===== config.mk =====
export PLATFORM = sky130hd
export DESIGN_NAME = rr_mux_arb
export DESIGN_NICKNAME = d
export VERILOG_FILES = /design/src/rtl/rr_mux_arb.sv
export SDC_FILE = /design/constraint.sdc
export NUM_CORES = 1
export LEC_CHECK = 0
export CAP_MARGIN = 20
export CORE_AREA = 2 2 63 47
export DETAILED_ROUTE_END_ITERATION = 12
export DIE_AREA = 0 0 65 49
export GPL_ROUTABILITY_DRIVEN = 1
export PLACE_DENSITY = 0.78
export SYNTH_ARGS = -nofsm -noshare
export SYNTH_HDL_FRONTEND = slang
export SYNTH_SLANG_ARGS = --single-unit

===== constraint.sdc =====
create_clock -name clk -period 4.2 [get_ports clk]
set_input_delay 1.26 -clock clk [delete_from_list [all_inputs] [get_ports clk]]
set_output_delay 1.26 -clock clk [all_outputs]
set_load 0.02 [all_outputs]

===== src/rtl/rr_mux_arb.sv =====
// N-channel registered multiplexer with round-robin or fixed-priority arbitration
// and valid/ready handshakes on every input channel and the shared output.
module rr_mux_arb #(
   parameter int N    = 4,
   parameter int W    = 8,
   parameter int MODE = 0,
   parameter int SW   = $clog2(N)
) (
   input  logic            clk,
   input  logic            rst,
   input  logic [N-1:0]    in_valid,
   input  logic [N*W-1:0]  in_data,
   output logic [N-1:0]    in_ready,
   output logic            out_valid,
   output logic [W-1:0]    out_data,
   output logic [SW-1:0]   out_sel,
   input  logic            out_ready
);

   logic          accept;
   logic          found;
   logic [SW-1:0] ptr;
   logic [SW-1:0] win;
   logic [SW:0]   idx;
   logic [N-1:0]  grant;
   logic [W-1:0]  sel_data;

   assign accept = !out_valid || out_ready;

   // Scan order starts at ptr and wraps modulo N; one extra bit keeps ptr+k from overflowing.
   always_comb begin
      found = 1'b0;
      win   = '0;
      idx   = '0;
      for (int unsigned k = 0; k < N; k++) begin
         if (MODE == 0) begin
            idx = {1'b0, ptr} + (SW+1)'(k);
            if (idx >= (SW+1)'(N)) idx = idx - (SW+1)'(N);
         end else begin
            idx = (SW+1)'(k);
         end
         if (!found && in_valid[idx[SW-1:0]]) begin
            found = 1'b1;
            win   = idx[SW-1:0];
         end
      end
   end

   always_comb begin
      grant    = '0;
      sel_data = '0;
      for (int unsigned i = 0; i < N; i++) begin
         if (found && (win == SW'(i))) begin
            grant[i] = 1'b1;
            sel_data = in_data[i*W +: W];
         end
      end
   end

   assign in_ready = rst ? '0 : (grant & {N{accept}});

   always_ff @(posedge clk) begin
      if (rst) begin
         out_valid <= 1'b0;
         out_data  <= '0;
         out_sel   <= '0;
         ptr       <= '0;
      end else if (accept) begin
         if (found) begin
            out_valid <= 1'b1;
            out_data  <= sel_data;
            out_sel   <= win;
            if (MODE == 0) ptr <= (win == SW'(N-1)) ? '0 : win + 1'b1;
         end else begin
            out_valid <= 1'b0;
         end
      end
   end

endmodule


==> run_results.csv <==
group,metric,value,unit
flow_run,max_cap_viol_count,0,
setup_path,reg2regPathDepth,9,
min_path,hold_class,"reg -> reg",
setup_path,crit_fanout,4,
sta,max_freq,256,MHz
setup_path,worstPathRequired,2.94,ns
sta,slew_headroom,67.9,%
yosys,synthArstFlopShare,0,%
floorplanning,row_count,16,
yosys,netlist_instances,130,
sta,totalNegativeSetupSlack,0,ns
sta,final_hold_viol_count,0,
sta,skew,0.00232,ns
sta,slew_violations,0,
floorplanning,io_pins,54,
clock_tree,cts_max_path_buffers,2,
floorplanning,core-area,2620,µm²
min_path,min_to,"out_data[3]",
cells_and_area,nets,238,
routing,vias_per_cell,5.18,
sta,hold-worst-slack,0.504,ns
pwr,internal_power,0.000343,W
cells_and_area,instances_no_fill,230,
clock_tree,clkTransAtPathRegs,0.05,ns
sta,final.period_utilization,93.1,%
routing,postRouteAntennaNets,0,
clock_tree,clkLatencyLatePin,0.25,ns
grt,overflow,0,
min_path,min_from,"out_data[3]",
yosys,ys_warn_count,0,
routing,drt-initial-drc-count,76,
placed_design,port_buffers,53,
clock_tree,h-tree-depth,1,
yosys,synth-edff-count,0,
floorplanning,dieHeight,49,µm
routing,wl,3.04,mm
clock_tree,cts_tree,"done",
clock_tree,cts_buffers,3,
yosys,ys_types,30,
routing,drc,0,
pwr,p_leak,0.707,nW
sta,setup_viol,0,
floorplanning,dieArea,3190,µm²
yosys,ys.flop_type,"dfxtp_1",
setup_path,reg2reg_to,"out_data[7]",
cells_and_area,layout_commonest_cell,"clkdlybuf4s50_1",
placed_design,preCtsSetupSlack,-0.431,ns
grt,grt_antenna_before_repair,0,
setup_path,end_kind,"output port",
cells_and_area,area_growth_syn_to_layout,73.0,%
yosys,avgSynthCellArea,7.31,µm²
grt,grt_max_degree,23,
routing,routedWlPerCell,13.2,µm
run_status,status,"finished, final reports clean",
sta,rsz0062_at_grt,"no",
clock_tree,ctsHoldBuffers,0,
setup_path,start_kind,"primary input",
pwr,power_switching,0.000185,W
setup_path,cp.arrival,2.65,ns
pwr,pwr-share-seq,29.4,%
pwr,power_density,321,nW/µm²
cells_and_area,antenna_cells,0,
clock_tree,numClockSinks,13,
yosys,ys_seq_area_share,27.4,%
floorplanning,start_util,36.3,%
min_path,hold_depth,2,
grt,grt_pass1_wl,4.66,mm
sta,period_minus_slack,3.91,ns
pwr,p_total,0.000527,W
setup_path,r2r-start,"ptr[1]",
sta,setup_ws,0.292,ns
yosys,syn_area,951,µm²
cells_and_area,most-common-layout-cells,"clkdlybuf4s50_1 (45), nand2_1 (23), buf_4 (17)",
clock_tree,cts-root-buf,"clkbuf_8",
placed_design,dp.cells,224,
yosys,synth-seq-cells,13,
placed_design,dp_hpwl,2.39,mm
cells_and_area,drive_gt1_share,17.0,%
sta,worstMarginPinSlew,0.479,ns
routing,dr_total_vias,1191,
grt,grt_pass1_vias,1043,
setup_path,regToRegSetupSlack,1.84,ns
pwr,switching_share,35.0,%
placed_design,gp_congestion,0.820,
pwr,p_clk_share,21.2,%
setup_path,crit_type,"in -> out",
pwr,combPwrFrac,49.4,%
grt,track_usage,19.0,%
pwr,vdd_ir_drop_max,0.124,mV
floorplanning,die_w,65,µm
routing,first_pass_iters,6,
yosys,synth_nets,173,
==> cell usage after synthesis, types with 4 or more instances <==
library cell | instances | share of area [%]
nand2b_1 | 6 | 3.9
nand2_1 | 23 | 9.1
dfxtp_1 | 13 | 27
clkbuf_1 | 5 | 2.0
a211oi_1 | 8 | 6.3
and2_1 | 4 | 2.6
ha_1 | 4 | 5.3
a31oi_1 | 5 | 3.3
o21ai_0 | 10 | 5.3
inv_1 | 8 | 3.2
a21oi_1 | 6 | 3.2
nor2_1 | 12 | 4.7
==> area by class of cell <==
type                       instances  area [µm²]
clock buffer                       4        45.0
fill                             234         977
inverter                           8        30.0
multi-input combinational        101         627
sequential                        13         260
tap                               36        45.0
timing repair buffer              68         638
==> cell families after synthesis <==
| family | count (synthesis) | synth area share (%) |
|---|---|---|
| compound gates | 40 | 28.8 |
| fa+ha+maj | 4 | 5.26 |
| buf+inv | 16 | 8.03 |
| flops | 13 | 27.4 |
| simple gates | 57 | 30.5 |
==> how the worst max path moves through the flow <==
stage                start           to  slack [ns]
4_1_cts        in_valid[2]  in_ready[0]       0.006
3_5_place_dp   in_valid[3]  in_ready[0]       -0.43
5_1_grt        in_valid[0]  in_ready[2]        0.23
6_report       in_valid[2]  in_ready[2]        0.29
2_1_floorplan  in_valid[2]  in_ready[1]        0.20
3_3_place_gp   in_valid[2]  in_ready[0]       -0.37
==> flip-flops by register name, indices dropped and copies added (netlist names) <==
| register | cells |
|---|---|
| out_data | 8 |
| out_sel | 2 |
| out_valid | 1 |
| ptr | 2 |
==> critical path, cell delays in order <==
cell and delay [ns]:
dlymetal6s2s_1 0.14, or2b_1 0.19, a21oi_1 0.05, o32ai_1 0.29, buf_4 0.19, inv_1 0.06
ha_1 0.19, and2_1 0.14, buf_4 0.15
==> power by group through the flow <==
stage | clock (W) | combinational, W | sequential (W)
floorplan | 0 | 0.000120 | 0.000173
global placement | 0 | 0.000249 | 0.000155
detailed placement | 0 | 0.000253 | 0.000157
CTS | 0.000113 | 0.000255 | 0.000154
global route | 0.000119 | 0.000285 | 0.000157
finish | 0.000112 | 0.000261 | 0.000155
==> stage by stage <==
step | util [%] | cell area (µm²)
after floorplan | - | 951
after global placement | 60.2 | 1580
after detailed placement | 60.2 | 1580
after CTS | 61.7 | 1620
after global routing | 62.7 | 1650
final | 62.7 | 1650
==> layer usage <==
metal,share of wire (%),vias to the layer above,global-route usage (%)
met5,0,-,0
li1,-,585,-
met1,43,555,22.7
met2,48,47,32.6
met4,1.1,0,8.87
met3,7.9,4,3.93
==> what timing repair did <==
| action | 4_1_cts | 5_1_grt |
|---|---|---|
| pin swaps | 2 | 3 |
| hold endpoints to repair | 0 | 0 |
| endpoints found under the setup margin | 4 | 4 |
| gates resized for setup | 18 | 9 |
| setup buffers | 1 | 1 |
No activity file was read; power rests on OpenSTA's default activity.
